## config.mk

```make
export PLATFORM = sky130hd
export DESIGN_NAME = ram_burst_master
export DESIGN_NICKNAME = d
export VERILOG_FILES = /design/src/rtl/ram_burst_master_pkg.sv /design/src/rtl/ram_burst_master_skid.sv /design/src/rtl/ram_burst_master.sv
export SDC_FILE = /design/constraint.sdc
export NUM_CORES = 1
export LEC_CHECK = 0
export CELL_PAD_IN_SITES_DETAIL_PLACEMENT = 1
export CELL_PAD_IN_SITES_GLOBAL_PLACEMENT = 1
export CORE_ASPECT_RATIO = 0.5
export CORE_MARGIN = 2
export CORE_UTILIZATION = 39
export CTS_CLUSTER_DIAMETER = 50
export CTS_CLUSTER_SIZE = 20
export DETAILED_ROUTE_END_ITERATION = 8
export GPL_ROUTABILITY_DRIVEN = 0
export PLACE_DENSITY_LB_ADDON = 0.1
export SLEW_MARGIN = 20
export SYNTH_ARGS = -nofsm -noshare
export SYNTH_HDL_FRONTEND = slang
export SYNTH_SLANG_ARGS = --single-unit
```

## constraint.sdc

```tcl
create_clock -name clk -period 5.36 [get_ports clk]
set_input_delay 1.608 -clock clk [delete_from_list [all_inputs] [get_ports clk]]
set_output_delay 1.608 -clock clk [all_outputs]
set_load 0.05 [all_outputs]
```

## src/rtl/ram_burst_master_pkg.sv

```systemverilog
// Shared types and defaults for the RAM burst master.
// Holds the FSM state encoding, the DEPTH/WIDTH defaults and the address
// increment helper that wraps modulo DEPTH.
package ram_burst_master_pkg;

    localparam int unsigned DEPTH_DEF  = 64;
    localparam int unsigned WIDTH_DEF  = 8;
    localparam int unsigned ADDR_W     = 6;
    localparam int unsigned LEN_W      = 6;
    localparam int unsigned MEM_ADDR_W = 8;
    localparam int unsigned ISSUE_W    = 7;   // holds len+1 up to 64

    typedef enum logic [1:0] {
        IDLE   = 2'd0,
        WRITE  = 2'd1,
        READ   = 2'd2,
        FINISH = 2'd3
    } state_t;

    // Next word address, wrapping at depth-1.
    function automatic logic [ADDR_W-1:0] addr_inc(input logic [ADDR_W-1:0] a,
                                                   input int unsigned depth);
        return (32'(a) == depth - 32'd1) ? '0 : a + ADDR_W'(1);
    endfunction

endpackage

```

## src/rtl/ram_burst_master_skid.sv

```systemverilog
// rd_skid2: two-entry skid buffer for the read-data stream.
// When empty, the incoming word is presented on the output in the same cycle
// it arrives (bypass); a word that is not consumed is stored so the output
// stays stable under backpressure.
// Ports: clk, reset (sync, active-high); in_valid/in_data from the RAM;
//        out_valid/out_data/out_ready toward the consumer; count = stored words.
module rd_skid2 #(
    parameter int unsigned WIDTH = 8
) (
    input  logic             clk,
    input  logic             reset,
    input  logic             in_valid,
    input  logic [WIDTH-1:0] in_data,
    output logic             out_valid,
    output logic [WIDTH-1:0] out_data,
    input  logic             out_ready,
    output logic [1:0]       count
);

    logic [WIDTH-1:0] e0;
    logic [WIDTH-1:0] e1;
    logic [1:0]       cnt;
    logic             push;
    logic             pop;

    // Output side: stored head first, otherwise bypass the arriving word.
    always_comb begin
        out_valid = 1'b0;
        out_data  = '0;
        count     = 2'd0;
        push      = 1'b0;
        pop       = 1'b0;
        if (!reset) begin
            out_valid = (cnt != 2'd0) || in_valid;
            if (cnt != 2'd0) begin
                out_data = e0;
            end else if (in_valid) begin
                out_data = in_data;
            end
            count = cnt;
            pop   = out_valid && out_ready && (cnt != 2'd0);
            // A bypassed word consumed in its arrival cycle is never stored.
            push  = in_valid && !((cnt == 2'd0) && out_ready);
        end
    end

    // Storage update.
    always_ff @(posedge clk) begin
        if (reset) begin
            cnt <= 2'd0;
            e0  <= '0;
            e1  <= '0;
        end else begin
            case (cnt)
                2'd0: begin
                    if (push) begin
                        e0  <= in_data;
                        cnt <= 2'd1;
                    end
                end
                2'd1: begin
                    if (push && pop) begin
                        e0 <= in_data;
                    end else if (pop) begin
                        cnt <= 2'd0;
                    end else if (push) begin
                        e1  <= in_data;
                        cnt <= 2'd2;
                    end
                end
                default: begin
                    if (pop) begin
                        e0 <= e1;
                        if (push) begin
                            e1 <= in_data;
                        end else begin
                            cnt <= 2'd1;
                        end
                    end
                end
            endcase
        end
    end

endmodule

```

## src/rtl/ram_burst_master.sv

```systemverilog
// ram_burst_master: issues write or read bursts to a synchronous-output RAM.
// Ports: clk, reset (sync, active-high);
//        cmd_valid/cmd_ready/cmd_write/cmd_addr/cmd_len  - burst command;
//        wr_data/wr_valid/wr_ready                       - write-data stream;
//        rd_data/rd_valid/rd_ready/rd_last               - read-data stream;
//        busy, done                                      - status;
//        address_out/data_out/write_en/data_in           - RAM port.
module ram_burst_master
    import ram_burst_master_pkg::*;
#(
    parameter int unsigned DEPTH = DEPTH_DEF,
    parameter int unsigned WIDTH = WIDTH_DEF
) (
    input  logic                  clk,
    input  logic                  reset,
    input  logic                  cmd_valid,
    output logic                  cmd_ready,
    input  logic                  cmd_write,
    input  logic [ADDR_W-1:0]     cmd_addr,
    input  logic [LEN_W-1:0]      cmd_len,
    input  logic [WIDTH-1:0]      wr_data,
    input  logic                  wr_valid,
    output logic                  wr_ready,
    output logic [WIDTH-1:0]      rd_data,
    output logic                  rd_valid,
    input  logic                  rd_ready,
    output logic                  rd_last,
    output logic                  busy,
    output logic                  done,
    output logic [MEM_ADDR_W-1:0] address_out,
    output logic [WIDTH-1:0]      data_out,
    output logic                  write_en,
    input  logic [WIDTH-1:0]      data_in
);

    state_t                  state;
    state_t                  state_nxt;
    logic [ADDR_W-1:0]       addr;
    logic [LEN_W-1:0]        rem;          // beats left to transfer, minus one
    logic [ISSUE_W-1:0]      issue_left;   // reads still to issue
    logic                    inflight;     // read issued last cycle
    logic [MEM_ADDR_W-1:0]   addr_hold;
    logic [1:0]              skid_count;
    logic [2:0]              occupancy;
    logic                    wr_beat;
    logic                    rd_issue;
    logic                    rd_beat;

    assign occupancy = 3'(skid_count) + 3'(inflight);
    assign rd_beat   = rd_valid && rd_ready;
    assign rd_last   = rd_valid && (state == READ) && (rem == '0);

    rd_skid2 #(.WIDTH(WIDTH)) u_skid (
        .clk       (clk),
        .reset     (reset),
        .in_valid  (inflight),
        .in_data   (data_in),
        .out_valid (rd_valid),
        .out_data  (rd_data),
        .out_ready (rd_ready),
        .count     (skid_count)
    );

    // State register.
    always_ff @(posedge clk) begin
        if (reset) begin
            state <= IDLE;
        end else begin
            state <= state_nxt;
        end
    end

    // Next-state logic.
    always_comb begin
        state_nxt = state;
        case (state)
            IDLE:    if (cmd_valid) state_nxt = cmd_write ? WRITE : READ;
            WRITE:   if (wr_beat && (rem == '0)) state_nxt = FINISH;
            READ:    if (rd_beat && (rem == '0)) state_nxt = FINISH;
            default: state_nxt = IDLE;
        endcase
    end

    // Outputs; reset forces the idle-state values for the whole reset cycle.
    always_comb begin
        cmd_ready   = 1'b1;
        wr_ready    = 1'b0;
        busy        = 1'b0;
        done        = 1'b0;
        write_en    = 1'b0;
        data_out    = '0;
        address_out = '0;
        wr_beat     = 1'b0;
        rd_issue    = 1'b0;
        if (!reset) begin
            cmd_ready   = (state == IDLE);
            wr_ready    = (state == WRITE);
            busy        = (state != IDLE);
            done        = (state == FINISH);
            wr_beat     = wr_ready && wr_valid;
            // At most two reads between RAM and consumer, so the skid never overflows.
            rd_issue    = (state == READ) && (occupancy < 3'd2) && (issue_left != '0);
            write_en    = wr_beat;
            address_out = addr_hold;
            if (wr_beat) begin
                data_out = wr_data;
            end
            if (wr_beat || rd_issue) begin
                address_out = MEM_ADDR_W'(addr);
            end
        end
    end

    // Burst datapath: address, beat counter, issue counter, in-flight flag.
    always_ff @(posedge clk) begin
        if (reset) begin
            addr       <= '0;
            rem        <= '0;
            issue_left <= '0;
            inflight   <= 1'b0;
            addr_hold  <= '0;
        end else begin
            inflight <= rd_issue;
            if (wr_beat || rd_issue) begin
                addr_hold <= MEM_ADDR_W'(addr);
            end
            case (state)
                IDLE: begin
                    if (cmd_valid) begin
                        addr       <= cmd_addr;
                        rem        <= cmd_len;
                        issue_left <= ISSUE_W'(cmd_len) + ISSUE_W'(1);
                    end
                end
                WRITE: begin
                    if (wr_beat) begin
                        addr <= addr_inc(addr, DEPTH);
                        rem  <= rem - LEN_W'(1);
                    end
                end
                READ: begin
                    if (rd_issue) begin
                        addr       <= addr_inc(addr, DEPTH);
                        issue_left <= issue_left - ISSUE_W'(1);
                    end
                    if (rd_beat) begin
                        rem <= rem - LEN_W'(1);
                    end
                end
                default: ;
            endcase
        end
    end

endmodule

```

Yosys cells after proc, flatten, opt, wreduce, memory -nomap -nowiden

Cells that the tools add are included.

Register bits after elaboration: 46
Input port bits: 34
Output and inout port bits: 31
Logic and storage cells: 117

$add $sub $neg: 5
$lt $le $gt $ge: 1
Eq/ne operators: 17
Mux-type cells: 50
Bitwise logic cells: 1
Reductions and logical operators: 34

Operator list:

| cell                  | count |
|---|---|
| $mux W8               | 12 |
| $mux W6               | 9 |
| $pmux W6 S3           | 2 |
| $pmux W8 S2           | 2 |
| $mux W2               | 11 |
| $ne A2 B2 Y1 const B  | 8 |
| $mux W7               | 2 |
| $pmux W7 S2           | 1 |
| $logic_and A1 B1 Y1   | 13 |
| $reduce_and A4 Y1     | 3 |
| $mux W1               | 9 |
| $reduce_and A3 Y1     | 3 |
| $reduce_bool A2 Y1    | 4 |
| $add A6 B1 Y7 const B | 1 |
| $reduce_bool A7 Y1    | 1 |
| $sub A7 B1 Y7 const B | 1 |
| $add A6 B1 Y6 const B | 1 |
| $eq A6 B6 Y1 const B  | 1 |
| $logic_not A6 Y1      | 1 |
| $pmux W2 S3           | 1 |
| $reduce_bool A3 Y1    | 2 |
| $sub A6 B1 Y6 const B | 1 |
| $reduce_and A5 Y1     | 1 |
| $eq A2 B1 Y1 const B  | 2 |
| other kinds (11)      | 16 |

Depth between registers and ports, before layout

Depth after elaboration: 9
Mapped depth: 9
Gate-level depth less buffers: 7

Hierarchy

A second synthesis with hierarchy kept.

Cell total of the unflattened synthesis: 383
Area total of the unflattened synthesis: 3194.3 sq um

Modules (own cells, without submodules):

| module           | times used | cells an instance | area an instance (sq um) | seq. area each (sq um) |
|---|---|---|---|---|
| ram_burst_master | 1          | 263               | 2103.3                   | 560.5 |
| rd_skid2         | 1          | 120               | 1091.0                   | 360.3 |

Worst setup path after synthesis

OpenSTA, ideal clock, no wires.

Kind: input port to output port
Start point: in reset
End point: out rd_last
Data arrival time: 3108 ps
Data required time: 3752 ps
Slack: 644 ps
Cell stages on the path: 3
Buffers on the path: 1
Cells stage by stage: clkbuf_1 -> nor2_1 -> and4_1

Cells in the longest elaborated chain, start to end: 3

RTL lines:

| what                             | RTL line                    | source |
|---|---|---|
| from (decl)                      | ram_burst_master.sv:15      | `input logic reset,` |
| $mux W1                          | ram_burst_master_skid.sv:33 | `if (!reset) begin` |
| named net rd_valid               | ram_burst_master.sv:25      | `output logic rd_valid,` |
| $logic_and A1 B1 Y1 (2 in a row) | ram_burst_master.sv:51      | `assign rd_last = rd_valid && (state == READ) && (rem == '0);` |
| to (decl)                        | ram_burst_master.sv:27      | `output logic rd_last,` |

The timed path passes the listed nets, and every way through them passes these cells.

Worst setup path in the final report

Start point: in wr_valid
End point: out address_out[1]

Cells in the longest elaborated chain, start to end: 4

RTL lines:

| what                | RTL line                | source |
|---|---|---|
| from (decl)         | ram_burst_master.sv:22  | `input logic wr_valid,` |
| $logic_and A1 B1 Y1 | ram_burst_master.sv:100 | `wr_beat = wr_ready && wr_valid;` |
| $logic_or A1 B1 Y1  | ram_burst_master.sv:108 | `if (wr_beat \|\| rd_issue) begin` |
| $mux W6             | ram_burst_master.sv:108 |  |
| $mux W6             | ram_burst_master.sv:95  | `if (!reset) begin` |
| to (decl)           | ram_burst_master.sv:30  | `output logic [MEM_ADDR_W-1:0] address_out,` |

Every way passes these cells.

==> impl_results.md <==
- Run status: finished clean
- Worst-skew pair later-pin latency: 0.30 ns
- Signal arrival time at the worst endpoint: 3.33 ns
- Global-route met2 utilization: 39.5%
- Combinational share of power: 47.5%
- Part of the total power dissipated in the clock network: 21.9%
- Register area share after synthesis: 32.8%
- Via count of the first global-routing pass: 2984
- Top area cells in the synthesized netlist: sky130_fd_sc_hd__dfxtp_1 33%, sky130_fd_sc_hd__mux2i_1 10%, sky130_fd_sc_hd__nor2_1 6.8%
- Total clock buffers created by CTS: 5
- Time the final worst path needs with I/O delays and setup: 4.93 ns
- Fraction of layout cells with a size suffix above 1: 6.99%
- Netlist area before placement: 0.00281 mm^2
- Chip height: 64.0 um
- H-tree lvl count: 2
- Count of cells resized by post-cts repair: 0
- Count of hold-fix buffers inserted at cts: 0
- Routed Wire Length: 8.68 mm
- Post-synthesis cell type with the largest combined area: sky130_fd_sc_hd__dfxtp_1
- First-pass DRT Iterations: 4
- Fraction of post-synthesis cell area in the top cell type by area: 32.8%
- Number of buffers added for setup after CTS: 0
- Global-route congestion overflow total: 0
- Unrepaired setup endpoints after global routing: false
- Number of diodes: 0
- Number of synthesized register bits: 46
- Mapped Cells: 363
- Number of different library cells in the post-synthesis netlist: 53
- Worst vdd rail ir drop: 0.000139 V
- Leakage: 1.35 nW
- Residual antenna-violating net count after detailed routing: 0
- Number of antenna violations at the first check in global routing: 0
- Drt wl/cell: 17.1 um
- Number of enable flip-flop cells after synthesis: 0
- Syn avg cell area: 7.73 um^2
- Most used routing layer in global routing: met2
- Max transition margin: 42.3%
- Sum of net half-perimeters after detailed placement: 6.31 mm
- Hold Violations, Final: 0
- Setup TNS: 0 ns
- Power density over the cells: 445 mW/mm^2
- Switching share of power: 41.8%
- Timing-limited maximum frequency: 203 MHz
- Flop pwr share: 30.6%
- M1 GR Usage: 27.8%
- Maximum number of pins on one net before global-route repair: 37
- Worst Setup Path Type: input port to output pin
- Core region area: 0.00683 mm^2
- Total die area: 0.00794 mm^2
- CTS root buf: sky130_fd_sc_hd__clkbuf_16
- Actual slew at the worst max-slew pin: 0.864 ns
- Number of vias in the routed layout: 2839
- Number of top-level design ports: 65
- Layout overhead on the synthesized area: 31.9%
- TritonCTS clock tree: built
- Residual DRC: 0
- Iteration-0 DRC count of the detailed router: 113
- Leading cell types in the layout, fill and taps excluded: 55 x sky130_fd_sc_hd__clkdlybuf4s50_1, 51 x sky130_fd_sc_hd__nor2_1, 46 x sky130_fd_sc_hd__dfxtp_1
- Final net count: 458
- Setup skew after layout: 0.00643 ns
- CTS clk-pin slew, worst paths: 0.06 ns
- Primary FF master, synth: sky130_fd_sc_hd__dfxtp_1
- HP Class: register to register
- Top fanout value on the critical path: 11
- Max-slew violation count: 0
- Switch Pwr: 0.000689 W
- Post-synthesis async set-or-reset flop share: 0%
- Chip width: 124 um
- Period utilisation layout: 92.1%
- Post-Place Cell Area: 0.00354 mm^2
- Most common library cell in the layout ignoring fill and taps: sky130_fd_sc_hd__clkdlybuf4s50_1
- Count of port buffers added during placement: 62
- Startpoint type of the worst setup path: input port
- Overall Power: 0.00165 W
- Global-route wire length before repair: 14.0 mm
- Maximum clock path buffer count: 2
- Power Internal: 0.000959 W
- # rows: 21
- Avg Vias per Cell: 5.60
- Post-route cell area: 0.00370 mm^2
- Critical path data required time: 3.75 ns
- Global routing met3 resource utilization: 5.18%
- Setup crit end kind: output pin
- Yosys warning total: 0
- # setup viols final: 0
- Total number of clock tree sinks: 46
- Starting density of the core: 41.1%
- Max Cap Viol: 0
- All-layer global routing usage: 22.9%
-- sequential cells by signal, summed over array words and instances (netlist names) --
| name | flops |
|---|---|
| u_skid.e0 | 8 |
| state | 2 |
| u_skid.cnt | 2 |
| addr | 6 |
| addr_hold | 6 |
| rem | 6 |
| issue_left | 7 |
| inflight | 1 |
| u_skid.e1 | 8 |
-- final cells by class --
class / count / area, um^2
fillers: 847 / 3130
well taps: 92 / 115
inverters: 13 / 48.8
flip-flops and latches: 46 / 921
clock buffers: 6 / 129
clock inverters: 2 / 37.5
multi-input cells: 280 / 1730
repair buffers: 68 / 721
-- kinds of logic after synthesis --
group,share of synthesized area (%)
AOI/OAI and AO/OA,19.1
DFF,32.8
other,0.134
buffers and inverters,5.66
xor gates and xnor gates,0.936
muxes,10.8
adders and majority gates,4.46
and+or+nand+nor,26.2
-- worst paths after layout --
path / start / to / slack [ns] / cells after the start
worst max-delay path: wr_valid / address_out[1] / 0.43 / 5
worst min-delay path: rem[1] / rem[1] / 0.49 / 2
worst max register to register: state[0] / issue_left[2] / 2.90 / 9
worst min register to register: rem[1] / rem[1] / 0.49 / 2
-- critical path, stage by stage --
cell	delay (ns)
sky130_fd_sc_hd__clkdlybuf4s50_1	0.64
sky130_fd_sc_hd__a22o_1	0.49
sky130_fd_sc_hd__mux2i_1	0.30
sky130_fd_sc_hd__nor2_1	0.11
sky130_fd_sc_hd__buf_12	0.18
-- layer usage --
layer,wire length (um),up-vias
met5,0,-
met4,91,0
met3,531,8
met2,4120,69
met1,3940,1377
li1,-,1385
-- power groups by stage --
stage	clock, W	sequential, W	combinational, W
after floorplan	0	0.000476	0.000579
after global placement	0	0.000502	0.000737
after detailed placement	0	0.000509	0.000774
after CTS	0.000366	0.000502	0.000785
after global routing	0.000387	0.000516	0.000872
final	0.000361	0.000504	0.000783
-- metrics by stage --
| stage | cells | setup WS [ns] | hold slack, ns | util (%) |
|---|---|---|---|---|
| floorplan | 364 | 0.644 | 0.441 | - |
| global placement | 499 | 0.460 | 0.459 | 51.8 |
| detailed placement | 499 | 0.419 | 0.483 | 51.8 |
| CTS | 507 | 0.403 | 0.493 | 54.2 |
| global route | 507 | 0.301 | 0.519 | 54.2 |
| finish | 507 | 0.426 | 0.489 | 54.2 |
-- synthesized netlist by cell type (2+ instances only) --
cell                        n
sky130_fd_sc_hd__o31ai_1    2
sky130_fd_sc_hd__nand2b_1   4
sky130_fd_sc_hd__nor3b_1    5
sky130_fd_sc_hd__a21oi_1   27
sky130_fd_sc_hd__mux2_2     2
sky130_fd_sc_hd__clkbuf_1  19
sky130_fd_sc_hd__or3_1      4
sky130_fd_sc_hd__buf_4      2
sky130_fd_sc_hd__nand3_1   16
sky130_fd_sc_hd__o32ai_1    6
sky130_fd_sc_hd__a211oi_1  10
sky130_fd_sc_hd__a22oi_1    6
sky130_fd_sc_hd__nor2b_1    8
sky130_fd_sc_hd__ha_1      10
sky130_fd_sc_hd__o22ai_1    4
sky130_fd_sc_hd__dfxtp_1   46
sky130_fd_sc_hd__and3_1    10
sky130_fd_sc_hd__o211ai_1   2
sky130_fd_sc_hd__nor2_1    51
sky130_fd_sc_hd__xnor2_1    2
sky130_fd_sc_hd__nor4b_1    2
sky130_fd_sc_hd__buf_1      2
sky130_fd_sc_hd__or2_2      2
sky130_fd_sc_hd__nor3_1     5
sky130_fd_sc_hd__a31oi_1    2
sky130_fd_sc_hd__mux2i_1   28
sky130_fd_sc_hd__inv_1     12
sky130_fd_sc_hd__o21ai_0   14
sky130_fd_sc_hd__nand2_1   36
Power figures use the tool's default switching activity.
==> variant: new RTL, config.mk and constraints unchanged <==
The 4 states of `state_t` get a one-hot encoding in 4 bits.
--- a/src/rtl/ram_burst_master_pkg.sv
+++ b/src/rtl/ram_burst_master_pkg.sv
@@ -10,11 +10,11 @@
     localparam int unsigned MEM_ADDR_W = 8;
     localparam int unsigned ISSUE_W    = 7;   // holds len+1 up to 64
 
-    typedef enum logic [1:0] {
-        IDLE   = 2'd0,
-        WRITE  = 2'd1,
-        READ   = 2'd2,
-        FINISH = 2'd3
+    typedef enum logic [3:0] {
+        IDLE   = 4'b0001,
+        WRITE  = 4'b0010,
+        READ   = 4'b0100,
+        FINISH = 4'b1000
     } state_t;
 
     // Next word address, wrapping at depth-1.
Formal check against the unedited RTL: same outputs for any inputs over 4 cycles, from zero or initial values and one cycle with reset high; so few cycles prove little.
==> variant against the original RTL <==
- sequential cell count grew 2
- via count fell by 0.49%
- cell area rose by 2.8%
- critical path depth unchanged
- wire length down 1.2%
- worst hold slack got worse by 0.00099 ns
- highest routed layer unchanged
- worst setup slack improved by 0.086 ns
- area after synthesis up 5.5%
Power is not compared: it rests on default switching activity, and its combinational part moved more than twofold at a synthesized area within 25%.
==> variant: results (changes against the original RTL) <==
- 32 — largest net degree at the start of global routing, -14%
- 5.475 — Via density, -2.2%
- finished, final reports clean — result of the run
- 0.79 ns — maximum single-stage delay on the critical path, +0.15 ns
- 4.306% — share of final layout cell area taken by clock buffers and inverters, -0.19 points
- u_skid.e0 (8), u_skid.e1 (8), issue_left (7) — top flop regs
- 2.111% — synthesized-area fraction occupied by adder cells, -2.3 points
- 13.33% — fraction of layout instances using a drive strength above 1, +6.3 points
- 960.9 um2 — sequential cell area in the final layout, +4.3%
- 0.5212 ns — Placement Setup Slack, +0.1022 ns
- 9 — inverters, -4
- 393 um — sum of met3 wire segment lengths after detailed routing, -26%
- 6194 um — DP HPWL, -1.9%
- 2879 — vias in the first global route, -3.5%
- 3.24 ns — arrival time reported for the critical path endpoint, -0.09 ns
- 0.005416 ns — Clock Skew, -0.001015 ns
- 3910 um — Met2 Wirelength, -5.1%
- 48.32% — fraction of standard cell area in multi-input logic, +1.6 points
- 175 — drt initial violations, +55%
- 0.4884 ns — smallest hold slack, -0.0009920 ns
- 5.456% — met3 track demand over resource in global routing, +0.28 points
- 8.488% — portion of netlist area occupied by mux cells, -2.3 points
- 36.10% — grt met2 use, -3.4 points
- 67 — number of signal-net buffers in the layout, -1.5%
- 21.73% — overall fraction of global-route tracks in use, -1.2 points
- 2.93 ns — flop2flop setup slack, +0.03 ns
- 4188 um — Met1 Routed Length, +6.4%
- 28.89% — fraction of met1 tracks used by global routing, +1.1 points
- reset — launch point of the worst path
- sky130_fd_sc_hd__dfxtp_1 (32%), sky130_fd_sc_hd__nor2_1 (6.7%), sky130_fd_sc_hd__a21oi_1 (5.2%) — leading cell types by total area after synthesis
- state[2] — startpoint of the worst register-to-register path
- 857 — filler cell count, +1.2%
- 16.61 um — Routed wire per std cell, -3.0%
- 61 — number of unique standard cell types used by synthesis, +15%
- 18.08% — non-clock buffer area fraction after layout, -1.4 points
- rem[1] — sink of the worst hold path
- 6 — Worst Reg-to-Reg Cells, -3
- 38.69% — relative slew slack, -3.6 points
- busy — capture point of the critical path
- 14410 um — wire length of the first global-routing pass, +2.9%
- 48 — Sink Count, +4.3%
- addr[2] — worst reg2reg endpoint
- 20.65% — complex-gate fraction of the synthesized area, +1.6 points
- 21 — CP max FO, +10
==> variant: cell count changes in the layout (fill, tap and decap cells not counted), moves of 7 or more <==
| cell | unedited run | this run |
|---|---|---|
| sky130_fd_sc_hd__buf_4 | 6 | 15 |
| sky130_fd_sc_hd__clkdlybuf4s50_1 | 55 | 45 |
| sky130_fd_sc_hd__and2_1 | 1 | 9 |
| sky130_fd_sc_hd__mux2_2 | 2 | 9 |
| sky130_fd_sc_hd__mux2i_1 | 28 | 15 |
| sky130_fd_sc_hd__and3_1 | 10 | 1 |
| sky130_fd_sc_hd__nor3_1 | 5 | 12 |
==> variant: metrics by stage <==
step,cell area [um2],utilization (%),instances
floorplan,2973,-,373
global placement,3638,49.51,508
detailed placement,3638,49.51,508
CTS,3802,51.74,516
global route,3806,51.79,516
finish,3806,51.79,516
